`src/rtl/bram_arb_pkg.sv`:
```
// ============================================================================
// Module : bram_arb_pkg
// Purpose: Shared types and constants for the bram_arbiter slice.
//          state_t - arbiter transaction FSM states
//          owner_t - which client owns the in-flight transaction
//          BE_W    - byte-enable width for the default 32-bit word
//          other_port() - returns the opposite client, used by the
//                         round-robin pointer update
// Config : BRAM_ARB_RR_EN (see bram_arbiter) selects round-robin arbitration.
// Rev    : 1.0  initial release
// ============================================================================
`default_nettype none

package bram_arb_pkg;

  typedef enum logic [1:0] {
    IDLE = 2'd0,
    RD   = 2'd1,
    WR   = 2'd2,
    RESP = 2'd3
  } state_t;

  typedef enum logic {
    OWN_F = 1'b0,
    OWN_D = 1'b1
  } owner_t;

  localparam int DEF_DATA_WIDTH = 32;
  localparam int BE_W           = DEF_DATA_WIDTH / 8;

  function automatic owner_t other_port(input owner_t o);
    return (o == OWN_F) ? OWN_D : OWN_F;
  endfunction

endpackage

`default_nettype wire

```
`src/rtl/bram_arb_picker.sv`:
```
// ============================================================================
// Module : bram_arb_picker
// Purpose: Purely combinational grant selection between the fetch and data
//          clients. The round-robin pointer lives in the parent; this block
//          only decides who wins in the current cycle.
// Ports  : f_valid  in  fetch request valid
//          d_valid  in  data request valid
//          rr_ptr   in  preferred client when both request (round-robin only)
//          grant_f  out fetch wins this cycle
//          grant_d  out data wins this cycle
// Config : BRAM_ARB_RR_EN defined   -> round-robin on rr_ptr
//          BRAM_ARB_RR_EN undefined -> fixed priority, data over fetch
// Rev    : 1.0  initial release
// ============================================================================
`default_nettype none

module bram_arb_picker
  import bram_arb_pkg::*;
(
  input  logic   f_valid,
  input  logic   d_valid,
  input  owner_t rr_ptr,
  output logic   grant_f,
  output logic   grant_d
);

`ifdef BRAM_ARB_RR_EN
  // A lone requester always wins; contention is settled by the pointer.
  always_comb begin
    grant_f = 1'b0;
    grant_d = 1'b0;
    if (f_valid && d_valid) begin
      if (rr_ptr == OWN_D) grant_d = 1'b1;
      else                 grant_f = 1'b1;
    end else begin
      grant_f = f_valid;
      grant_d = d_valid;
    end
  end
`else
  // Fixed priority does not consult the pointer.
  logic unused_rr_ptr;
  assign unused_rr_ptr = rr_ptr;

  assign grant_d = d_valid;
  assign grant_f = f_valid && !d_valid;
`endif

endmodule

`default_nettype wire

```
`src/rtl/bram_arbiter.sv`:
```
// ============================================================================
// Module : bram_arbiter
// Purpose: Shares one bram_rv port between the instruction-fetch client
//          (read-only) and the load/store data client. One transaction is in
//          flight to memory at a time; each client has its own request and
//          response ready/valid channels. Addresses are word addresses.
// Ports  : i_clk, i_rst_n           clock / asynchronous active-low reset
//          i_f_req_valid/o_f_req_ready/i_f_addr         fetch request
//          o_f_resp_valid/i_f_resp_ready/o_f_rdata      fetch response
//          i_d_req_valid/o_d_req_ready/i_d_addr/i_d_we/
//          i_d_wdata/i_d_be                             data request
//          o_d_resp_valid/i_d_resp_ready/o_d_rdata      data response
//          o_mem_addr/o_mem_data/o_mem_wr_valid/o_mem_rd_ready/
//          o_mem_byte_write_enable                      to bram_rv
//          i_mem_wr_ready/i_mem_rd_valid/i_mem_data     from bram_rv
// Config : BRAM_ARB_RR_EN - when defined, contention is resolved round-robin
//          (pointer starts at fetch, moves to the other client after each
//          grant); otherwise data always beats fetch.
// Rev    : 1.0  initial release
// ============================================================================
`default_nettype none

module bram_arbiter
  import bram_arb_pkg::*;
#(
  parameter int DATA_WIDTH = 32,
  parameter int ADDR_WIDTH = 10
) (
  input  logic                    i_clk,
  input  logic                    i_rst_n,
  // fetch client
  input  logic                    i_f_req_valid,
  output logic                    o_f_req_ready,
  input  logic [ADDR_WIDTH-1:0]   i_f_addr,
  output logic                    o_f_resp_valid,
  input  logic                    i_f_resp_ready,
  output logic [DATA_WIDTH-1:0]   o_f_rdata,
  // data client
  input  logic                    i_d_req_valid,
  output logic                    o_d_req_ready,
  input  logic [ADDR_WIDTH-1:0]   i_d_addr,
  input  logic                    i_d_we,
  input  logic [DATA_WIDTH-1:0]   i_d_wdata,
  input  logic [DATA_WIDTH/8-1:0] i_d_be,
  output logic                    o_d_resp_valid,
  input  logic                    i_d_resp_ready,
  output logic [DATA_WIDTH-1:0]   o_d_rdata,
  // bram_rv side
  output logic [ADDR_WIDTH-1:0]   o_mem_addr,
  output logic [DATA_WIDTH-1:0]   o_mem_data,
  output logic                    o_mem_wr_valid,
  output logic                    o_mem_rd_ready,
  output logic [DATA_WIDTH/8-1:0] o_mem_byte_write_enable,
  input  logic                    i_mem_wr_ready,
  input  logic                    i_mem_rd_valid,
  input  logic [DATA_WIDTH-1:0]   i_mem_data
);

  localparam int BE_BITS = DATA_WIDTH / 8;

  state_t                state;
  state_t                state_nxt;
  owner_t                owner;
  owner_t                rr_ptr;
  logic [ADDR_WIDTH-1:0] addr_q;
  logic [DATA_WIDTH-1:0] wdata_q;
  logic [BE_BITS-1:0]    be_q;
  logic [DATA_WIDTH-1:0] rdata_q;
  logic                  grant_f;
  logic                  grant_d;
  logic                  accept;

  bram_arb_picker u_picker (
    .f_valid (i_f_req_valid),
    .d_valid (i_d_req_valid),
    .rr_ptr  (rr_ptr),
    .grant_f (grant_f),
    .grant_d (grant_d)
  );

  // Request readies are combinational from the valids, so while reset is
  // held they are forced low explicitly; every other output follows from
  // the reset state alone.
  assign accept = (state == IDLE) && i_rst_n && (grant_f || grant_d);

  // --------------------------------------------------------------------------
  // State register
  // --------------------------------------------------------------------------
  always_ff @(posedge i_clk or negedge i_rst_n) begin
    if (!i_rst_n) state <= IDLE;
    else          state <= state_nxt;
  end

  // --------------------------------------------------------------------------
  // Transaction capture and response register. The read/write kind is not
  // stored separately: it is implied by entering RD or WR.
  // --------------------------------------------------------------------------
  always_ff @(posedge i_clk or negedge i_rst_n) begin
    if (!i_rst_n) begin
      owner   <= OWN_F;
      addr_q  <= '0;
      wdata_q <= '0;
      be_q    <= '0;
      rdata_q <= '0;
    end else begin
      if (accept) begin
        owner   <= grant_d ? OWN_D : OWN_F;
        addr_q  <= grant_d ? i_d_addr : i_f_addr;
        wdata_q <= (grant_d && i_d_we) ? i_d_wdata : '0;
        be_q    <= (grant_d && i_d_we) ? i_d_be : '0;
      end
      if ((state == RD) && i_mem_rd_valid) rdata_q <= i_mem_data;
      // Write completion reports zero data to the owner.
      if ((state == WR) && i_mem_wr_ready) rdata_q <= '0;
    end
  end

  // --------------------------------------------------------------------------
  // Round-robin pointer: names the client preferred at the next contention.
  // --------------------------------------------------------------------------
`ifdef BRAM_ARB_RR_EN
  always_ff @(posedge i_clk or negedge i_rst_n) begin
    if (!i_rst_n)    rr_ptr <= OWN_F;
    else if (accept) rr_ptr <= other_port(grant_d ? OWN_D : OWN_F);
  end
`else
  assign rr_ptr = OWN_F;
`endif

  // --------------------------------------------------------------------------
  // Next state and outputs
  // --------------------------------------------------------------------------
  always_comb begin
    state_nxt               = state;
    o_f_req_ready           = 1'b0;
    o_d_req_ready           = 1'b0;
    o_f_resp_valid          = 1'b0;
    o_d_resp_valid          = 1'b0;
    o_f_rdata               = '0;
    o_d_rdata               = '0;
    o_mem_addr              = '0;
    o_mem_data              = '0;
    o_mem_wr_valid          = 1'b0;
    o_mem_rd_ready          = 1'b0;
    o_mem_byte_write_enable = '0;

    case (state)
      IDLE: begin
        if (i_rst_n) begin
          o_f_req_ready = grant_f;
          o_d_req_ready = grant_d;
        end
        if (accept) state_nxt = (grant_d && i_d_we) ? WR : RD;
      end

      RD: begin
        o_mem_rd_ready = 1'b1;
        o_mem_addr     = addr_q;
        if (i_mem_rd_valid) state_nxt = RESP;
      end

      WR: begin
        o_mem_wr_valid          = 1'b1;
        o_mem_addr              = addr_q;
        o_mem_data              = wdata_q;
        o_mem_byte_write_enable = be_q;
        if (i_mem_wr_ready) state_nxt = RESP;
      end

      RESP: begin
        // No grant is offered here, so a completed response always costs
        // one idle cycle before the next acceptance.
        if (owner == OWN_D) begin
          o_d_resp_valid = 1'b1;
          o_d_rdata      = rdata_q;
          if (i_d_resp_ready) state_nxt = IDLE;
        end else begin
          o_f_resp_valid = 1'b1;
          o_f_rdata      = rdata_q;
          if (i_f_resp_ready) state_nxt = IDLE;
        end
      end

      default: state_nxt = IDLE;
    endcase
  end

endmodule

`default_nettype wire

```
`config.mk`:
```
export PLATFORM = sky130hd
export DESIGN_NAME = bram_arbiter
export DESIGN_NICKNAME = d
export VERILOG_FILES = /design/src/rtl/bram_arb_pkg.sv /design/src/rtl/bram_arb_picker.sv /design/src/rtl/bram_arbiter.sv
export SDC_FILE = /design/constraint.sdc
export NUM_CORES = 1
export LEC_CHECK = 0
export ABC_AREA = 1
export BUFFER_PORTS_ARGS = -buffer_cell sky130_fd_sc_hd__buf_4
export CAP_MARGIN = 0
export CORE_ASPECT_RATIO = 0.6
export CORE_MARGIN = 2
export CORE_UTILIZATION = 40
export CTS_BUF_LIST = sky130_fd_sc_hd__clkbuf_4 sky130_fd_sc_hd__clkbuf_8
export DETAILED_ROUTE_END_ITERATION = 10
export HOLD_SLACK_MARGIN = 0.08
export PLACE_DENSITY = 0.72
export SYNTH_ARGS = -nofsm -noshare
export SYNTH_HDL_FRONTEND = slang
export SYNTH_SLANG_ARGS = --single-unit
```
`constraint.sdc`:
```
create_clock -name i_clk -period 2.9 [get_ports i_clk]
set_input_delay 0.29 -clock i_clk [delete_from_list [all_inputs] [get_ports i_clk]]
set_output_delay 0.29 -clock i_clk [all_outputs]
set_load 0.01 [all_outputs]
```
==> results of run 1 <==
==> cell usage in the layout, fill, tap and decap left out, drive strengths merged <==
cell type	n
a21oi	1
a31oi	10
buf	218
bufinv	3
clkbuf	11
clkinv	1
clkinvlp	1
dfrtp	81
dlygate4sd3	1
ha	5
inv	92
nand2	155
nand3	35
nor2	77
nor3	1
o21ai	72
o22ai	1
==> worst register-to-register path, stage by stage, from the launching register on <==
cell	delay [ps]
dfrtp_1	420
inv_1	110
ha_1	480
nand2_1	140
nand2_1	680
o21ai_0	220
==> report_power, final <==
group / internal, mW / total (mW) / switching [mW]
logic: 0.756 / 1.93 / 1.17
registers: 1.56 / 1.77 / 0.204
clock network: 0.604 / 1.00 / 0.396
total: 2.92 / 4.69 / 1.77
==> repair_timing <==
item                                    4_1_cts  5_1_grt
endpoints found under the setup margin        0        0
buffers inserted                              0        0
hold buffers                                  1        0
endpoints found under the hold margin         2        0
==> metal layers <==
layer,track usage,up-vias,share of wire
li1,-,2099,-
met1,0.287,1995,0.45
met2,0.344,175,0.46
met3,0.0641,12,0.082
met4,0.0568,0,0.012
met5,0,-,0
==> per-stage QoR <==
step / util / worst slack [ps] / power [mW] / instances / instance area [um2]
after floorplan: - / 1260 / 2.90 / 564 / 4090
after global placement: 0.579 / 832 / 3.64 / 883 / 5740
after detailed placement: 0.579 / 673 / 3.72 / 883 / 5740
after CTS: 0.605 / 518 / 4.74 / 900 / 6000
after global routing: 0.605 / 342 / 5.08 / 900 / 6000
final: 0.605 / 563 / 4.69 / 900 / 6000
==> registers in the layout, summed over array words and instances, names as in the netlist <==
signal and count:
state 2, rdata_q 32, wdata_q 32, owner 1
be_q 4, addr_q 10
==> cells in the mapped netlist (2+ instances only) <==
cell type	count
nand2_1	155
inv_1	90
dfrtp_1	81
nor2_1	77
o21ai_0	66
nand3_1	35
clkbuf_1	17
a31oi_1	10
buf_2	6
ha_1	5
o21ai_1	5
buf_1	4
buf_6	3
clkbuf_2	3
inv_2	2
==> path summary, 6_finish.rpt <==
kind,start,endpoint,cells past startpoint
worst max-delay path,state[0]$_DFFE_PN0P_,o_mem_data[20],6
worst min-delay path,i_mem_data[29],rdata_q[29]$_DFFE_PN0P_,3
worst max register to register,state[0]$_DFFE_PN0P_,rdata_q[25]$_DFFE_PN0P_,5
worst min register to register,wdata_q[9]$_DFFE_PN0P_,wdata_q[9]$_DFFE_PN0P_,2
max in group asynchronous,i_rst_n,rdata_q[24]$_DFFE_PN0P_,3
min in group asynchronous,i_rst_n,rdata_q[4]$_DFFE_PN0P_,2
==> layout make-up <==
type / count / share of cell area
Clock inverter: 5 / 0.0171
Inverter: 92 / 0.0576
Timing Repair Buffer: 219 / 0.275
Tap cell: 135 / 0.0282
Sequential cell: 81 / 0.338
Clock buffer: 11 / 0.0242
Multi-Input combinational cell: 357 / 0.261
==> kinds of logic (layout without fill, tap and decap cells) <==
kind of cell,after synthesis,in the layout,share of synthesized area
buffers and inverters,126,327,0.125
adder cells (fa/ha/maj),5,5,0.0153
AO/OA/AOI/OAI,84,84,0.108
flip-flops,81,81,0.495
AND/OR/NAND/NOR,268,268,0.257
==> impl_results.html, run 1 <==
<table>
<tr><th>Metric</th><th>Value</th></tr>
<tr><th colspan="2">GRT</th></tr>
<tr><td>Antenna violations before repair</td><td>0</td></tr>
<tr><td>Grt total ovfl</td><td>0</td></tr>
<tr><td>Pin count of the biggest net entering global routing</td><td>80</td></tr>
<tr><td>Number of global-route vias before repair</td><td>around 3900</td></tr>
<tr><td>Wire length of the first global-routing pass</td><td>between 15 and 20 mm</td></tr>
<tr><td>Overall routing resource usage</td><td>0.214</td></tr>
<tr><th colspan="2">Clock tree</th></tr>
<tr><td>Number of buffers added by the clock tree synthesis step</td><td>9</td></tr>
<tr><td>Level count of the clock H-tree</td><td>3</td></tr>
<tr><td>Clock insertion delay at the later pin of the skew report</td><td>350 ps</td></tr>
<tr><td>Clock Pin Slew Worst Setup and Hold Paths</td><td>about 80 ps</td></tr>
<tr><td>Number of gates resized after CTS</td><td>0</td></tr>
<tr><td>Clock sink count</td><td>81</td></tr>
<tr><td>Number of buffers between clock root and the deepest sink</td><td>2</td></tr>
<tr><td>TritonCTS clock tree</td><td>built</td></tr>
<tr><td>Cell at the root of the clock tree</td><td>clkbuf_8</td></tr>
<tr><th colspan="2">Place</th></tr>
<tr><td>Detailed-placement wirelength estimate</td><td>between 8 and 9 mm</td></tr>
<tr><td>Buffers added on ports</td><td>around 210</td></tr>
<tr><td>Routability-driven placement congestion ratio</td><td>around 0.78</td></tr>
<tr><th colspan="2">Pwr</th></tr>
<tr><td>Power density over cell area</td><td>783 nW/um2</td></tr>
<tr><td>Maximum resistive drop on vdd</td><td>~0.47 mV</td></tr>
<tr><td>Static Leakage</td><td>about 3.4 nW</td></tr>
<tr><th colspan="2">Setup path</th></tr>
<tr><td>Class of the most critical setup path</td><td>reg2out</td></tr>
<tr><td>CP max stage cell</td><td>ha_1</td></tr>
<tr><td>Sort of element at the end of the critical path</td><td>primary output</td></tr>
<tr><td>Largest driver fanout on the critical path</td><td>25</td></tr>
<tr><td>Arrival time reported for the critical path endpoint</td><td>2050 ps</td></tr>
<tr><td>Slowest cell delay on critical path</td><td>approximately 480 ps</td></tr>
<tr><td>CP top delay family</td><td>buffers and inverters</td></tr>
<tr><td>Startpoint Class</td><td>register</td></tr>
<tr><td>Cell-by-cell trace of the critical path</td><td>inv_1, ha_1, buf_4, nand2_1, inv_1, buf_4</td></tr>
<tr><td>Total buffers and inverters traversed by the critical path</td><td>4</td></tr>
<tr><td>CP Data Required Time</td><td>~2600 ps</td></tr>
<tr><td>Setup slack on the worst flop-to-flop path</td><td>between 600 and 700 ps</td></tr>
<tr><th colspan="2">Yosys</th></tr>
<tr><td>Avg Cell Area, Syn</td><td>about 7.3 um2</td></tr>
<tr><td>Distinct cell type count after synthesis</td><td>20</td></tr>
<tr><td>Combined area of all synthesized cells</td><td>about 4100 um2</td></tr>
<tr><td>Biggest area contributors in the synthesized netlist</td><td>dfrtp_1 (50%), nand2_1 (14%), inv_1 (8.3%)</td></tr>
<tr><td>Async SR Flop Fraction</td><td>1.00</td></tr>
<tr><td>Synthesized net count</td><td>between 600 and 700</td></tr>
<tr><td>Number of flops mapped to enable cells by yosys</td><td>0</td></tr>
<tr><td>Largest area contributor in the netlist</td><td>dfrtp_1</td></tr>
<tr><td>Flip-flop and latch count after synthesis</td><td>81</td></tr>
<tr><td>Fraction of post-synthesis cell area in the top cell type by area</td><td>0.495</td></tr>
<tr><td>YS warnings</td><td>0</td></tr>
<tr><td>Top flip-flop cell by instance count after synthesis</td><td>dfrtp_1</td></tr>
<tr><td>Share of the yosys chip area belonging to registers</td><td>0.495</td></tr>
<tr><td>Number of cells produced by synthesis</td><td>564</td></tr>
<tr><th colspan="2">Timing</th></tr>
<tr><td>RSZ-0062 raised after global routing</td><td>false</td></tr>
<tr><td>Tmin final</td><td>about 2300 ps</td></tr>
<tr><td>Number of endpoints with negative hold slack in the final report</td><td>0</td></tr>
<tr><td>Count of final setup violators</td><td>0</td></tr>
<tr><td>Achievable frequency</td><td>between 400 and 500 MHz</td></tr>
<tr><td>Setup TNS</td><td>0 ps</td></tr>
<tr><td>Final worst clock skew</td><td>8.04 ps</td></tr>
<tr><td>Transition at the pin with the smallest max-transition slack</td><td>between 1000 and 1500 ps</td></tr>
<tr><td>Final Slew Violations</td><td>0</td></tr>
<tr><td>Share of the clock period used by the worst path</td><td>0.806</td></tr>
<tr><td>Max_slew headroom</td><td>0.305</td></tr>
<tr><td>Worst hold margin</td><td>roughly 160 ps</td></tr>
<tr><th colspan="2">Routing</th></tr>
<tr><td>Via density per instance</td><td>~4.8</td></tr>
<tr><td>DR vias</td><td>~4300</td></tr>
<tr><td>Post-DR wirelength/cell</td><td>between 10 and 15 um</td></tr>
<tr><td>Router iterations before antenna repair</td><td>4</td></tr>
<tr><td># DRC</td><td>0</td></tr>
<tr><td>Violation count after the first detailed-route iteration</td><td>roughly 220</td></tr>
<tr><td>Routed WL</td><td>approximately 12 mm</td></tr>
<tr><td>Count of antenna-violating nets left after detailed routing</td><td>0</td></tr>
<tr><th colspan="2">Job</th></tr>
<tr><td>Max-cap violations</td><td>0</td></tr>
<tr><th colspan="2">Finish</th></tr>
<tr><td>Area growth, synth to finish</td><td>46.6%</td></tr>
<tr><td>N_diodes</td><td>0</td></tr>
<tr><td>Count of nets after finishing</td><td>862</td></tr>
<tr><td>Register cell area after layout</td><td>2030 um2</td></tr>
<tr><td>Footprint of the multi-input gates</td><td>approximately 1600 um2</td></tr>
<tr><td>Layout fillers</td><td>approximately 940</td></tr>
<tr><td>Share of layout cells above drive strength 1</td><td>0.311</td></tr>
<tr><th colspan="2">Die</th></tr>
<tr><td>Standard-cell row count</td><td>28</td></tr>
<tr><td>Total Die Area</td><td>11100 um2</td></tr>
<tr><td>Vertical die dimension</td><td>between 80 and 90 um</td></tr>
<tr><td>Placeable core region</td><td>approximately 10000 um2</td></tr>
<tr><td>Starting Density</td><td>0.413</td></tr>
<tr><td>Number of top-level design ports</td><td>roughly 210</td></tr>
<tr><td>Width of the chip</td><td>135 um</td></tr>
<tr><th colspan="2">Hold path</th></tr>
<tr><td>Min-delay worst type</td><td>in2reg</td></tr>
<tr><th colspan="2">Outcome</th></tr>
<tr><td>Run status</td><td>complete, no violations</td></tr>
</table>
Note: power is estimated with default switching activity, not from simulation.
==> inputs of run 2 (changes only) <==
==> constraint.sdc (replaced) <==
create_clock -name i_clk -period 2.2 [get_ports i_clk]
set_input_delay 0.22 -clock i_clk [delete_from_list [all_inputs] [get_ports i_clk]]
set_output_delay 0.22 -clock i_clk [all_outputs]
set_load 0.01 [all_outputs]
==> run 2 against run 1 <==
Effect of this change: total power rose by 29%; via count increased by 0.12%; register-to-register slack worse by 160 ps; flip-flop and latch count is the same; sequential share of layout area fell by 0.29 points; combinational power up 35%; global-route usage grew 0.48 points; final cell count rose by 0.89%; first-iteration DRC count grew 13%; clock skew shrank 2.4 ps; critical path type unchanged.
==> impl_results.html, run 2 (same netlist as run 1, synthesis figures left out) <==
<table>
<tr><th>Metric</th><th>Value</th></tr>
<tr><th colspan="2">Place</th></tr>
<tr><td>Buffers added on ports</td><td>212 (unchanged)</td></tr>
<tr><td>Placed standard-cell area</td><td>5780 um2 (+0.74%)</td></tr>
<tr><td>Detailed-placement wirelength estimate</td><td>9.06 mm (+2.4%)</td></tr>
<tr><td>Routability-driven placement congestion ratio</td><td>0.815 (+4.2%)</td></tr>
<tr><th colspan="2">Finish</th></tr>
<tr><td>Share of layout cells above drive strength 1</td><td>0.313 (+0.00195)</td></tr>
<tr><td>Final cell utilization of the core</td><td>0.610 (+0.00530)</td></tr>
<tr><td>Most used cells in the layout excluding fill and tap cells</td><td>buf_4 (220), nand2_1 (155), inv_1 (90), dfrtp_1 (81), nor2_1 (77)</td></tr>
<tr><td>Most frequent standard cell in the layout excluding fill and tap cells</td><td>buf_4</td></tr>
<tr><td>Footprint of the multi-input gates</td><td>1560 um2 (unchanged)</td></tr>
<tr><td>Biggest registers after layout</td><td>rdata_q (32), wdata_q (32), addr_q (10)</td></tr>
<tr><td>Final design instance area without fill</td><td>6050 um2 (+0.88%)</td></tr>
<tr><td>N_diodes</td><td>0 (unchanged)</td></tr>
<tr><td>Layout fillers</td><td>881 (-5.8%)</td></tr>
<tr><td>Register cell area after layout</td><td>2030 um2 (unchanged)</td></tr>
<tr><td>Area growth, synth to finish</td><td>47.8%</td></tr>
<tr><td>Count of nets after finishing</td><td>870 (+0.93%)</td></tr>
<tr><th colspan="2">Clock tree</th></tr>
<tr><td>Cell at the root of the clock tree</td><td>clkbuf_8</td></tr>
<tr><td>Clock insertion delay at the later pin of the skew report</td><td>360 ps (about the same)</td></tr>
<tr><td>Number of buffers added by the clock tree synthesis step</td><td>9 (unchanged)</td></tr>
<tr><td>TritonCTS clock tree</td><td>built</td></tr>
<tr><td>Number of buffers between clock root and the deepest sink</td><td>2 (unchanged)</td></tr>
<tr><td>Clock sink count</td><td>81 (unchanged)</td></tr>
<tr><td>Clock Pin Slew Worst Setup and Hold Paths</td><td>80 ps (about the same)</td></tr>
<tr><td>Number of setup buffers added after CTS</td><td>0 (unchanged)</td></tr>
<tr><td>Level count of the clock H-tree</td><td>3 (unchanged)</td></tr>
<tr><th colspan="2">Setup path</th></tr>
<tr><td>Capture instance of the worst register-to-register path</td><td>wdata_q[23]$_DFFE_PN0P_</td></tr>
<tr><td>Setup slack on the worst flop-to-flop path</td><td>510 ps (-160 ps)</td></tr>
<tr><td>Largest driver fanout on the critical path</td><td>34 (+36%)</td></tr>
<tr><td>Critical R2R Launch</td><td>state[0]$_DFFE_PN0P_</td></tr>
<tr><td>Critical Path Start</td><td>state[0]$_DFFE_PN0P_</td></tr>
<tr><td>CP Data Required Time</td><td>1980 ps (-630 ps)</td></tr>
<tr><td>Length in cells of the worst reg-to-reg path</td><td>8 (+3)</td></tr>
<tr><td>Arrival time reported for the critical path endpoint</td><td>1790 ps (-260 ps)</td></tr>
<tr><td>Sort of element at the end of the critical path</td><td>primary output</td></tr>
<tr><td>Startpoint Class</td><td>register</td></tr>
<tr><td>Class of the most critical setup path</td><td>reg2out</td></tr>
<tr><td>Endpoint of the worst setup timing path</td><td>o_mem_data[17]</td></tr>
<tr><th colspan="2">Timing</th></tr>
<tr><td>Tmin final</td><td>around 2000 ps</td></tr>
<tr><td>Worst hold margin</td><td>89.2 ps (-74.5 ps)</td></tr>
<tr><td>Number of endpoints with negative hold slack in the final report</td><td>0 (unchanged)</td></tr>
<tr><td>RSZ-0062 raised after global routing</td><td>false</td></tr>
<tr><td>Final worst clock skew</td><td>5.63 ps (-2.41 ps)</td></tr>
<tr><td>Setup TNS</td><td>0 ps (unchanged)</td></tr>
<tr><td>Max_slew headroom</td><td>0.608 (+0.304)</td></tr>
<tr><td>Transition at the pin with the smallest max-transition slack</td><td>587 ps (-452 ps)</td></tr>
<tr><td>Achievable frequency</td><td>498 MHz</td></tr>
<tr><td>Share of the clock period used by the worst path</td><td>0.913</td></tr>
<tr><td>Final Slew Violations</td><td>0 (unchanged)</td></tr>
<tr><td>Count of final setup violators</td><td>0 (unchanged)</td></tr>
<tr><th colspan="2">GRT</th></tr>
<tr><td>Number of global-route vias before repair</td><td>3926 (+1.8%)</td></tr>
<tr><td>Wire length of the first global-routing pass</td><td>19.0 mm (+1.7%)</td></tr>
<tr><td>Antenna violations before repair</td><td>0 (unchanged)</td></tr>
<tr><td>Overall routing resource usage</td><td>0.219 (+0.00478)</td></tr>
<tr><td>Pin count of the biggest net entering global routing</td><td>69 (-14%)</td></tr>
<tr><td>Grt total ovfl</td><td>0 (unchanged)</td></tr>
<tr><th colspan="2">Hold path</th></tr>
<tr><td>Min-delay worst type</td><td>in2reg</td></tr>
<tr><th colspan="2">Routing</th></tr>
<tr><td>Count of antenna-violating nets left after detailed routing</td><td>0 (unchanged)</td></tr>
<tr><td># DRC</td><td>0 (unchanged)</td></tr>
<tr><td>Router iterations before antenna repair</td><td>5 (+1)</td></tr>
<tr><td>Post-DR wirelength/cell</td><td>13.4 um (+0.90%)</td></tr>
<tr><td>Violation count after the first detailed-route iteration</td><td>251 (+13%)</td></tr>
<tr><td>Routed WL</td><td>12.2 mm (+1.8%)</td></tr>
<tr><td>DR vias</td><td>4286 (+0.12%)</td></tr>
<tr><td>Via density per instance</td><td>4.72 (-0.77%)</td></tr>
<tr><th colspan="2">Job</th></tr>
<tr><td>Max-cap violations</td><td>0 (unchanged)</td></tr>
<tr><th colspan="2">Die</th></tr>
<tr><td>Number of top-level design ports</td><td>213 (unchanged)</td></tr>
<tr><td>Total Die Area</td><td>11100 um2 (unchanged)</td></tr>
<tr><td>Vertical die dimension</td><td>82.4 um (unchanged)</td></tr>
<tr><td>Placeable core region</td><td>9910 um2 (unchanged)</td></tr>
<tr><td>Width of the chip</td><td>135 um (unchanged)</td></tr>
<tr><td>Standard-cell row count</td><td>28 (unchanged)</td></tr>
<tr><td>Starting Density</td><td>0.413 (unchanged)</td></tr>
<tr><th colspan="2">Outcome</th></tr>
<tr><td>Run status</td><td>complete, no violations</td></tr>
<tr><th colspan="2">Pwr</th></tr>
<tr><td>Maximum resistive drop on vdd</td><td>0.668 mV (+43%)</td></tr>
<tr><td>Power density over cell area</td><td>1000 nW/um2 (+28%)</td></tr>
<tr><td>Static Leakage</td><td>3.43 nW (+0.68%)</td></tr>
<tr><td>Sum of internal, switching and leakage power</td><td>6.07 mW (+29%)</td></tr>
</table>
run 2: metrics by stage:
stage                     worst slack (ps)  instances
after global routing                  54.9        908
after CTS                              111        908
final                                  192        908
after detailed placement               519        887
after floorplan                        625        564
after global placement                 542        887
run 2: layer usage:
| layer | GRT usage | vias to the layer above | routed length (um) |
|---|---|---|---|
| met2 | 0.348 | 186 | 5700 |
| li1 | - | 2113 | - |
| met3 | 0.0714 | 9 | 1110 |
| met1 | 0.296 | 1978 | 5310 |
| met5 | 0 | - | 0 |
| met4 | 0.0474 | 0 | 78 |
run 2: what timing repair did:
action | CTS | global route
setup endpoints to repair | 0 | 21
endpoints found under the hold margin | 40 | 0
gates resized for setup | 0 | 1
hold buffers | 5 | 0
run 2: area by class of cell:
type | instances | share of cell area
Sequential cell | 81 | 0.335
Inverter | 92 | 0.0571
Clock buffer | 11 | 0.0250
Clock inverter | 5 | 0.0103
Multi-Input combinational cell | 357 | 0.258
Timing Repair Buffer | 227 | 0.286
Tap cell | 135 | 0.0279
run 2: report_power, final:
part | total [mW] | internal [mW] | switching (mW) | leakage, nW
Combinational | 2.60 | 1.04 | 1.56 | 2.28
Clock | 1.15 | 0.592 | 0.557 | 0.102
Sequential | 2.32 | 2.06 | 0.267 | 1.05
Total | 6.07 | 3.69 | 2.38 | 3.43
run 2: worst min path at each step:
stage / from / endpoint / slack [ps] / cells after the start
6_report: i_mem_data[14] / rdata_q[14]$_DFFE_PN0P_ / 90 / 3
5_1_grt: i_mem_data[7] / rdata_q[7]$_DFFE_PN0P_ / 90 / 3
4_1_cts: i_mem_data[22] / rdata_q[22]$_DFFE_PN0P_ / 80 / 3
3_5_place_dp: i_rst_n / wdata_q[4]$_DFFE_PN0P_ / 350 / 2
3_3_place_gp: i_rst_n / wdata_q[2]$_DFFE_PN0P_ / 350 / 2
2_1_floorplan: i_rst_n / addr_q[0]$_DFFE_PN0P_ / -80 / 0
run 2: critical path, cell delays in order (launching register included):
cell	delay [ps]
dfrtp_1	420
inv_1	130
ha_1	290
buf_6	290
nand2_1	90
inv_1	80
buf_4	120
